$ cat config.mk
export PLATFORM = sky130hd
export DESIGN_NAME = ahb_rr_arbiter
export DESIGN_NICKNAME = d
export VERILOG_FILES = /design/src/rtl/ahb_arb_pkg.sv /design/src/rtl/ahb_rr_pick.sv /design/src/rtl/ahb_rr_arbiter.sv
export SDC_FILE = /design/constraint.sdc
export NUM_CORES = 1
export LEC_CHECK = 0
export ABC_AREA = 1
export BUFFER_PORTS_ARGS = -buffer_cell sky130_fd_sc_hd__buf_2
export CAP_MARGIN = 20
export CELL_PAD_IN_SITES_DETAIL_PLACEMENT = 1
export CELL_PAD_IN_SITES_GLOBAL_PLACEMENT = 1
export CORE_AREA = 2 2 218 155
export CTS_CLUSTER_SIZE = 25
export DETAILED_ROUTE_END_ITERATION = 16
export DIE_AREA = 0 0 220 157
export PLACE_DENSITY = 0.52
export SYNTH_ARGS = -nofsm -noshare
export SYNTH_HDL_FRONTEND = slang
export SYNTH_SLANG_ARGS = --single-unit
$ cat constraint.sdc
create_clock -name HCLK -period 10.84 [get_ports HCLK]
set_clock_uncertainty 0.1 [all_clocks]
set_input_delay 2.71 -clock HCLK [delete_from_list [all_inputs] [get_ports HCLK]]
set_output_delay 2.71 -clock HCLK [all_outputs]
set_load 0.03 [all_outputs]
$ cat src/rtl/ahb_arb_pkg.sv
// ahb_arb_pkg: shared AHB transfer/response encodings, arbiter FSM states and master index width
package ahb_arb_pkg;
    localparam int MIDX_W = 4;
    typedef enum logic [1:0] {IDLE = 2'b00, BUSY = 2'b01, NONSEQ = 2'b10, SEQ = 2'b11} htrans_t;
    typedef enum logic [1:0] {OKAY = 2'b00, ERROR = 2'b01, RETRY = 2'b10, SPLIT = 2'b11} hresp_t;
    typedef enum logic [1:0] {PARK = 2'b00, GRANT = 2'b01, LOCK = 2'b10} arb_state_t;
    function automatic logic beat_active(input logic [1:0] trans);
        return (htrans_t'(trans) == NONSEQ) || (htrans_t'(trans) == SEQ);
    endfunction
endpackage

$ cat src/rtl/ahb_rr_pick.sv
// ahb_rr_pick: combinational rotating priority encoder
//   i_req    request vector
//   i_ptr    last winner; search starts at i_ptr+1 and wraps at N-1 -> 0
//   o_onehot one-hot winner (zero when no request)
//   o_idx    winner index
//   o_any    at least one request set
module ahb_rr_pick import ahb_arb_pkg::*; #(
    parameter int N = 16
) (
    input  logic [N-1:0]      i_req,
    input  logic [MIDX_W-1:0] i_ptr,
    output logic [N-1:0]      o_onehot,
    output logic [MIDX_W-1:0] o_idx,
    output logic              o_any
);
    logic [MIDX_W:0]   w_sum;
    logic [MIDX_W-1:0] w_j;
    always_comb begin
        o_onehot = '0;
        o_idx    = '0;
        o_any    = 1'b0;
        w_sum    = '0;
        w_j      = '0;
        // k runs 1..N so the previous winner is considered last
        for (int k = 1; k <= N; k++) begin
            w_sum = {1'b0, i_ptr} + (MIDX_W+1)'(k);
            w_j   = (w_sum >= (MIDX_W+1)'(N)) ? MIDX_W'(w_sum - (MIDX_W+1)'(N)) : MIDX_W'(w_sum);
            if (!o_any && i_req[w_j]) begin
                o_any         = 1'b1;
                o_idx         = w_j;
                o_onehot[w_j] = 1'b1;
            end
        end
    end
endmodule

$ cat src/rtl/ahb_rr_arbiter.sv
// ahb_rr_arbiter: round-robin AHB arbiter with lock, SPLIT masking, tenure cap and parked default master
//   HCLK      bus clock, rising edge
//   HRESET    synchronous active-high reset
//   HBUSREQx  per-master bus request
//   HLOCKx    per-master lock request
//   HSPLIT    per-master un-split strobe from slaves
//   HREADY    transfer complete / arbitration point
//   HTRANS    current transfer type
//   HRESP     current slave response
//   HGRANTx   one-hot grant
//   HMASTER   owner of the current address phase
//   HMASTLOCK current address phase is locked
// Optional: define AHB_RR_ARB_SVA_EN to embed protocol assertions.
module ahb_rr_arbiter import ahb_arb_pkg::*; #(
    parameter int NUM_MASTERS    = 16,
    parameter int DEFAULT_MASTER = 0,
    parameter int MAX_TENURE     = 8
) (
    input  logic                   HCLK,
    input  logic                   HRESET,
    input  logic [NUM_MASTERS-1:0] HBUSREQx,
    input  logic [NUM_MASTERS-1:0] HLOCKx,
    input  logic [NUM_MASTERS-1:0] HSPLIT,
    input  logic                   HREADY,
    input  logic [1:0]             HTRANS,
    input  logic [1:0]             HRESP,
    output logic [NUM_MASTERS-1:0] HGRANTx,
    output logic [MIDX_W-1:0]      HMASTER,
    output logic                   HMASTLOCK
);
    localparam int TEN_W = 8;
    localparam logic [MIDX_W-1:0]      DEF_IDX    = MIDX_W'(DEFAULT_MASTER);
    localparam logic [NUM_MASTERS-1:0] DEF_ONEHOT = NUM_MASTERS'(1) << DEFAULT_MASTER;

    arb_state_t             r_state, w_state_nxt;
    logic [NUM_MASTERS-1:0] r_grant, w_grant_nxt;
    // the round-robin pointer always equals the current owner index
    logic [MIDX_W-1:0]      r_rr_ptr, w_ptr_nxt;
    logic [NUM_MASTERS-1:0] r_split_mask;
    logic [TEN_W-1:0]       r_tenure, w_tenure_nxt;
    logic [MIDX_W-1:0]      r_hmaster;
    logic                   r_hmastlock;

    logic [NUM_MASTERS-1:0] w_elig, w_win_onehot, w_split_set;
    logic [MIDX_W-1:0]      w_win_idx;
    logic                   w_win_any, w_owner_elig, w_others, w_tenure_max, w_lock_req;
    logic                   w_rearb, w_change;

    assign w_elig       = HBUSREQx & ~r_split_mask;
    assign w_owner_elig = w_elig[r_rr_ptr];
    assign w_others     = |(w_elig & ~r_grant);
    assign w_tenure_max = (r_tenure == TEN_W'(MAX_TENURE));
    assign w_lock_req   = HLOCKx[r_rr_ptr] & HBUSREQx[r_rr_ptr];
    // SPLIT is signalled in the first (wait) cycle of the two-cycle response
    assign w_split_set  = (hresp_t'(HRESP) == SPLIT && !HREADY) ? (NUM_MASTERS'(1) << r_hmaster) : '0;

    ahb_rr_pick #(.N(NUM_MASTERS)) u_pick (
        .i_req    (w_elig),
        .i_ptr    (r_rr_ptr),
        .o_onehot (w_win_onehot),
        .o_idx    (w_win_idx),
        .o_any    (w_win_any)
    );

    always_comb begin
        w_state_nxt = r_state;
        w_grant_nxt = r_grant;
        w_ptr_nxt   = r_rr_ptr;
        w_rearb     = 1'b0;
        if (!w_win_any) begin
            w_state_nxt = PARK;
            w_grant_nxt = DEF_ONEHOT;
            w_ptr_nxt   = DEF_IDX;
        end else begin
            case (r_state)
                PARK:    w_rearb = 1'b1;
                // losing eligibility (dropped request or split) outranks lock; lock outranks tenure
                GRANT: begin
                    if (!w_owner_elig)
                        w_rearb = 1'b1;
                    else if (w_lock_req)
                        w_state_nxt = LOCK;
                    else if (w_tenure_max && w_others)
                        w_rearb = 1'b1;
                end
                LOCK:    w_rearb = !w_owner_elig || !HLOCKx[r_rr_ptr];
                default: w_rearb = 1'b1;
            endcase
            if (w_rearb) begin
                w_state_nxt = GRANT;
                w_grant_nxt = w_win_onehot;
                w_ptr_nxt   = w_win_idx;
            end
        end
    end

    assign w_change     = (w_grant_nxt != r_grant);
    assign w_tenure_nxt = w_change ? '0 :
                          (beat_active(HTRANS) && !w_tenure_max) ? r_tenure + 1'b1 : r_tenure;

    always_ff @(posedge HCLK) begin
        if (HRESET) begin
            r_state      <= PARK;
            r_grant      <= DEF_ONEHOT;
            r_rr_ptr     <= DEF_IDX;
            r_split_mask <= '0;
            r_tenure     <= '0;
            r_hmaster    <= DEF_IDX;
            r_hmastlock  <= 1'b0;
        end else begin
            // a new split outranks a simultaneous un-split of the same master
            r_split_mask <= (r_split_mask & ~HSPLIT) | w_split_set;
            if (HREADY) begin
                r_state     <= w_state_nxt;
                r_grant     <= w_grant_nxt;
                r_rr_ptr    <= w_ptr_nxt;
                r_tenure    <= w_tenure_nxt;
                r_hmaster   <= r_rr_ptr;
                r_hmastlock <= HLOCKx[r_rr_ptr];
            end
        end
    end

    assign HGRANTx   = r_grant;
    assign HMASTER   = r_hmaster;
    assign HMASTLOCK = r_hmastlock;

`ifdef AHB_RR_ARB_SVA_EN
    a_onehot: assert property (@(posedge HCLK) $onehot(HGRANTx))
        else $error("grant not one-hot, owner %0d", r_rr_ptr);
    a_stable: assert property (@(posedge HCLK) (!HREADY && !HRESET) |=> $stable(HGRANTx))
        else $error("grant changed during wait state, owner %0d", r_rr_ptr);
    a_split: assert property (@(posedge HCLK) disable iff (HRESET)
        HREADY |=> (r_state == PARK) || ((HGRANTx & r_split_mask) == '0))
        else $error("split master %0d granted", r_rr_ptr);
    for (genvar g = 0; g < NUM_MASTERS; g++) begin : g_live
        a_live: assert property (@(posedge HCLK) disable iff (HRESET || (|HLOCKx) || (|r_split_mask))
            HBUSREQx[g] |-> ##[0:NUM_MASTERS*MAX_TENURE] HGRANTx[g])
            else $error("master %0d not granted in time", g);
    end
`endif
endmodule

; ---- Yosys cells after proc, flatten, opt, wreduce, memory -nomap -nowiden
; Index checks and enable logic that the tools add are counted.
[totals]
in_bits = 55
ff_bits = 51
[classes]
add_sub_neg = 33
order_cmp = 49
muxes = 151
n_shift = 1
bitwise = 23
reduce_logical = 60
n_eq_ne = 11
[op_table]
columns = operator, count
row1 = 16-bit two-way mux, 19
row2 = 16-bit bitwise OR, 16
row3 = 4-bit two-way mux, 34
row4 = "4-bit by 5-bit less-than comparator with 1-bit output, second input constant", 17
row5 = "5-bit greater-or-equal comparator, second input constant", 16
row6 = 1-bit binary-select mux with 4-bit select, 19
row7 = 1-bit demux with 4-bit select, 16
row8 = "4-bit by 1-bit greater-or-equal comparator with 1-bit output, second input constant", 16
row9 = "4-bit by 1-bit subtractor with 4-bit output, second input constant", 16
row10 = 1-bit two-way mux, 55
row11 = 16-bit bitwise AND, 3
row12 = 16-bit inverter, 3
row13 = "4-bit by 4-bit adder with 5-bit output, second input constant", 8
row14 = 1-bit logical AND, 34
row15 = "4-bit by 3-bit adder with 5-bit output, second input constant", 4
row16 = 1-bit logical NOT, 19
row17 = 8-bit two-way mux, 2
row18 = 16-bit inequality test, 1
row19 = 16-bit OR reduction, 1
row20 = "1-bit by 4-bit << shifter with 16-bit output, first input constant", 1
row21 = "4-bit by 2-bit adder with 5-bit output, second input constant", 2
row22 = 2-bit two-way mux, 5
row23 = "3-bit by 1-bit inequality test with 1-bit output, second input constant", 3
row24 = "8-bit by 1-bit adder with 8-bit output, second input constant", 1
row25 = 12 further kinds, 17

; ---- Depth between registers and ports, before layout
[depth]
depth_word = 57
mapped_depth = 37

; ---- Hierarchy
; A second synthesis with hierarchy kept.
[unflattened]
cells_unflattened = 1565
hier_area_um2 = 8195.4
[by_module_without_submodules]
columns = module, area_each_um2, seq_area_each_um2, cells_per_inst, instances
row1 = ahb_rr_pick, 4901.0, 0.0, 1042, 1
row2 = ahb_rr_arbiter, 3294.4, 1021.0, 523, 1

; ---- Least setup slack after synthesis
; No wires, ideal clock.
[synth_path]
path_type = input to register
startpoint = input HBUSREQx[1]
endpoint = register r_tenure[2]
required_ps = 10670
stages = 30
slack_ps = 5220
t_arrival_ps = 5450
cell_sequence = inv_1 -> nor2_1 -> nand2_1 -> nand3_1 -> nand3_1 -> nand3_1 -> nand2_4 -> nand3_2 -> nor2_4 -> nand4_4 -> nor2_4 -> nand3_2 -> nor2_4 -> nand2_4 -> nor2_4 -> nand3_2 -> clkinv_2 -> buf_6 -> nand2_1 -> nand3_2 -> nand2_1 -> nand2_1 -> nand2_1 -> nand2_1 -> nand2_1 -> nor2_1 -> nand2_1 -> nor2_4 -> nand4_1 -> a21oi_1
[synth_between]
elab_chain_cells = 54
word_cells_on_any_way = 131
classes_between = eq/ne (1) / mux (76) / bitwise (18) / reduce/logical (36)
[synth_rtl]
columns = element, line
row1 = from (decl), ahb_rr_arbiter.sv:21  ; input logic [NUM_MASTERS-1:0] HBUSREQx,
row2 = 16-bit bitwise AND, ahb_rr_arbiter.sv:49  ; assign w_elig = HBUSREQx & ~r_split_mask;
row3 = 1-bit binary-select mux with 4-bit select, ahb_rr_pick.sv:28  ; if (!o_any && i_req[w_j]) begin
row4 = 1-bit two-way mux (not written as such), ahb_rr_pick.sv:28
row5 = 1-bit two-way mux, ahb_rr_pick.sv:28
row6 = 1-bit logical NOT, ahb_rr_pick.sv:28
row7 = 1-bit logical AND, ahb_rr_pick.sv:28
row8 = 1-bit two-way mux, ahb_rr_pick.sv:28
row9 = 1-bit logical NOT, ahb_rr_pick.sv:28
row10 = [38 not listed], -
row11 = 1-bit logical NOT, ahb_rr_pick.sv:28
row12 = 1-bit logical AND, ahb_rr_pick.sv:28
row13 = 16-bit two-way mux, ahb_rr_pick.sv:28
row14 = 16-bit two-way mux, ahb_rr_arbiter.sv:89  ; if (w_rearb) begin
row15 = 16-bit two-way mux *, ahb_rr_arbiter.sv:70  ; if (!w_win_any) begin
row16 = 16-bit inequality test *, ahb_rr_arbiter.sv:97  ; assign w_change = (w_grant_nxt != r_grant);
row17 = 2-bit nonzero test (no line), -
row18 = 2-bit AND reduction (no line), -
row19 = to (signal assigned), ahb_rr_arbiter.sv:117  ; r_tenure <= w_tenure_nxt;
row20 = to (decl), ahb_rr_arbiter.sv:40  ; logic [TEN_W-1:0] r_tenure, w_tenure_nxt;
; Mark *: on every way between the ends. The rest lies on a longest branch, timed or not. The select of a mux whose other input is x is not followed.
; A chain may end at the register's enable or synchronous reset.

; ---- Final worst setup path
[layout_path]
startpoint = input HBUSREQx[1]
endpoint = register r_tenure[6]
; Same word-level chain as after synthesis.

==> metrics.md <==
| Metric | Value |
|---|---|
| Final Cycle Share | `68.3%` |
| Initial Util | `roughly a quarter` |
| Crit path kind | `in -> reg` |
| Hold Path Class | `reg -> reg` |
| Critical Path Max Stage Delay | `870 ps` |
| Top cells by area, synth | `nand2_1 (19%), nand3_1 (18%), nor2_1 (14%)` |
| Register area share after synthesis | `12.7%` |
| Hold Crit Depth | `2` |
| Worst hold margin | `slightly below 400 ps` |
| NumNets Final | `1668` |
| Drt initial violations | `1018` |
| Post-synth net total | `1637` |
| Pre-CTS setup slack | `3250 ps` |
| Fin crit period | `between 7000 and 8000 ps` |
| Netlist cell types | `45` |
| Syn Area/Cell | `between 5 and 6 sq um` |
| Vias per cell | `5.30` |
| R2r startpoint | `r_rr_ptr[0]` |
| Yosys warns | `0` |
| Gp weighted congestion | `0.930` |
| R2R depth | `29` |
| Worst-skew pair later-pin latency | `just over 300 ps` |
| Die outline width | `220 um` |
| Final Hold Vio Count | `0` |
| Wirelength, routed | `44000 um` |
| CP endpoint kind | `flip-flop` |
| Port-buffer cells | `74` |
| Worst setup margin | `between 3000 and 4000 ps` |
| Cells after Synth | `1561` |
| Synth-to-Final Area Change | `10.6%` |
| CTS Buf Count | `5` |
| Reg2reg end | `r_tenure[6]` |
| Worst path most repeated cell | `nand3_1` |
| Top_reg_cell synth | `dfxtp_1` |
| Total placed cells including tap cells | `slightly above 2000` |
| Final HPWL DP | `33300 um` |
| Yosys top cell by area | `nand2_1` |
| Core area | `32200 sq um` |
| Global-route wire length before repair | `between 60000 and 70000 um` |
| Status | `finished, final reports clean` |
| Top cells by count, synth | `nand2_1 (397), nor2_1 (306), nand3_1 (294)` |
| Slew Limit Fails | `0` |
| Clock Pin Slew Worst Setup and Hold Paths | `70 ps` |
| Die height | `157 um` |
| First-pass DRT Iterations | `5` |
| Antenna violations before repair | `0` |
| Final Instance Count excl. Fillers | `2021` |
| Final antenna-violating net count | `0` |
| Top-area cell type share of the netlist area | `18.6%` |
| Post-Syn Area | `8030 sq um` |
| Flops & latches, synth | `51` |
| Most common cell in the netlist | `nand2_1` |
| Fmax | `0.135 GHz` |
| Finish-stage setup viols | `0` |
| Vias in the first global route | `~10000` |
| Largest net degree at the start of global routing | `46` |
| CTS tree | `done` |
| Vias after detailed routing | `10700` |
| Routed WL per cell | `21.8 um` |
| Hold Startpoint | `r_tenure[7]` |
| CP required | `10970 ps` |
| Post-cts sizing count | `0` |
| CP arrival | `7540 ps` |
| Async set-or-reset flop fraction in the synthesized netlist | `0%` |
| Slew margin rel. | `28.4%` |
| MaxCap Viol Count | `0` |
| Clock root buffer master | `clkbuf_16` |
| Post-CTS Setup Inserts | `0` |
| Drt drc | `0` |
| Setup crit start kind | `input pin` |
| # clock sinks | `a little over 50` |
| RSZ-0062 raised after global routing | `false` |
| Actual slew at the worst max-slew pin | `1070 ps` |
| Max Root-Sink Buffers | `2` |
| Hold buffers post-CTS | `0` |
| All-Layer GR Usage | `25.3%` |
| # rows | `55` |
| Hold Path End | `r_tenure[7]` |
| Critical path's slowest cell | `nor2_2` |
| H-tree depth | `2` |
| Final TNS setup | `0 ps` |
| Top fanout value on the critical path | `23` |
| DIE AREA | `34500 sq um` |
| Number of flops mapped to enable cells by yosys | `0` |
| GR Overflow Total | `0` |
| Boundary pin count | `76` |
| Ratio of cells with drive above 1 in the final layout | `10.7%` |
| Reg2Reg Setup Slack | `3880 ps` |
-- how the worst max path moves through the flow --
stage | start | to | slack, ps | depth (start not counted)
global route | HBUSREQx[10] | r_tenure[5] | 3110 | 29
finish | HBUSREQx[1] | r_tenure[6] | 3430 | 30
CTS | HBUSREQx[1] | r_tenure[6] | 3570 | 30
floorplan | HBUSREQx[1] | r_tenure[2] | 5220 | 30
global placement | HBUSREQx[1] | r_tenure[1] | 3300 | 30
detailed placement | HBUSREQx[1] | r_tenure[7] | 3250 | 30
-- state kept, by name, summed over array words and instances (netlist names) --
name          cells
HMASTLOCK         1
r_state           2
r_tenure          8
r_split_mask     16
HMASTER           4
HGRANTx          16
r_rr_ptr          4
-- worst max-delay path, delay by kind of cell --
family                 cells  cell delay, ps
and+or+nand+nor           26            4450
AOI/OAI and AO/OA          1             130
buffers and inverters      3             210
-- cell usage in the layout, fill, tap and decap left out, types with 3 or more instances in the layout --
cell	synthesis	routed
nand3_2	12	12
nor4_1	3	3
o211ai_1	5	5
inv_2	13	13
o22ai_1	11	11
xor2_1	4	4
dfxtp_1	51	51
nand2_4	4	4
a211oi_1	3	3
inv_1	168	168
clkbuf_16	0	5
nand2_1	397	397
o221ai_1	6	6
or2_2	17	17
nor3_1	19	19
nand2_2	5	5
nor3_2	3	3
nand3_1	294	294
nand4_1	23	23
nor2_1	306	305
buf_2	18	74
nor2_4	7	7
ha_1	21	21
o21ai_0	47	47
buf_4	14	15
a21oi_1	52	52
nor2_2	3	4
-- cell type report --
type / instances / area [sq um]
Fill cell: 4385 / 23300
Clock buffer: 5 / 125
Inverter: 184 / 692
Multi-Input combinational cell: 1260 / 5970
Timing Repair Buffer: 90 / 490
Sequential cell: 51 / 1020
Tap cell: 427 / 534
Antenna cell: 1 / 2.50
Clock inverter: 3 / 43.8
-- stage by stage --
step / cell area [sq um] / util, %
5_1_grt: 8880 / 27.6
2_1_floorplan: 8030 / -
3_3_place_gp: 8700 / 27.0
4_1_cts: 8870 / 27.5
6_report: 8880 / 27.6
3_5_place_dp: 8700 / 27.0
-- cells by family (layout without fill, tap and decap cells) --
kind of cell | count (synthesis) | in the layout | share of synthesized area [%]
AOI/OAI and AO/OA | 137 | 137 | 9.75
xor gates and xnor gates | 8 | 8 | 1.29
adders and majority gates | 21 | 21 | 3.27
buffers and inverters | 250 | 282 | 13.0
DFF | 51 | 51 | 12.7
other | 0 | 1 | 0
and+or+nand+nor | 1094 | 1094 | 60.0
-- metal layers --
layer	vias up	part of all wire [%]	GRT usage [%]
li1	5102	-	-
met1	5167	49	37.8
met2	395	40	36.1
met3	48	9.5	6.69
met4	0	1.6	4.09
met5	-	0	0
Power is left out: the tool's default activity adds up to more than one toggle a clock period on the data nets, which glitch-free logic cannot reach.
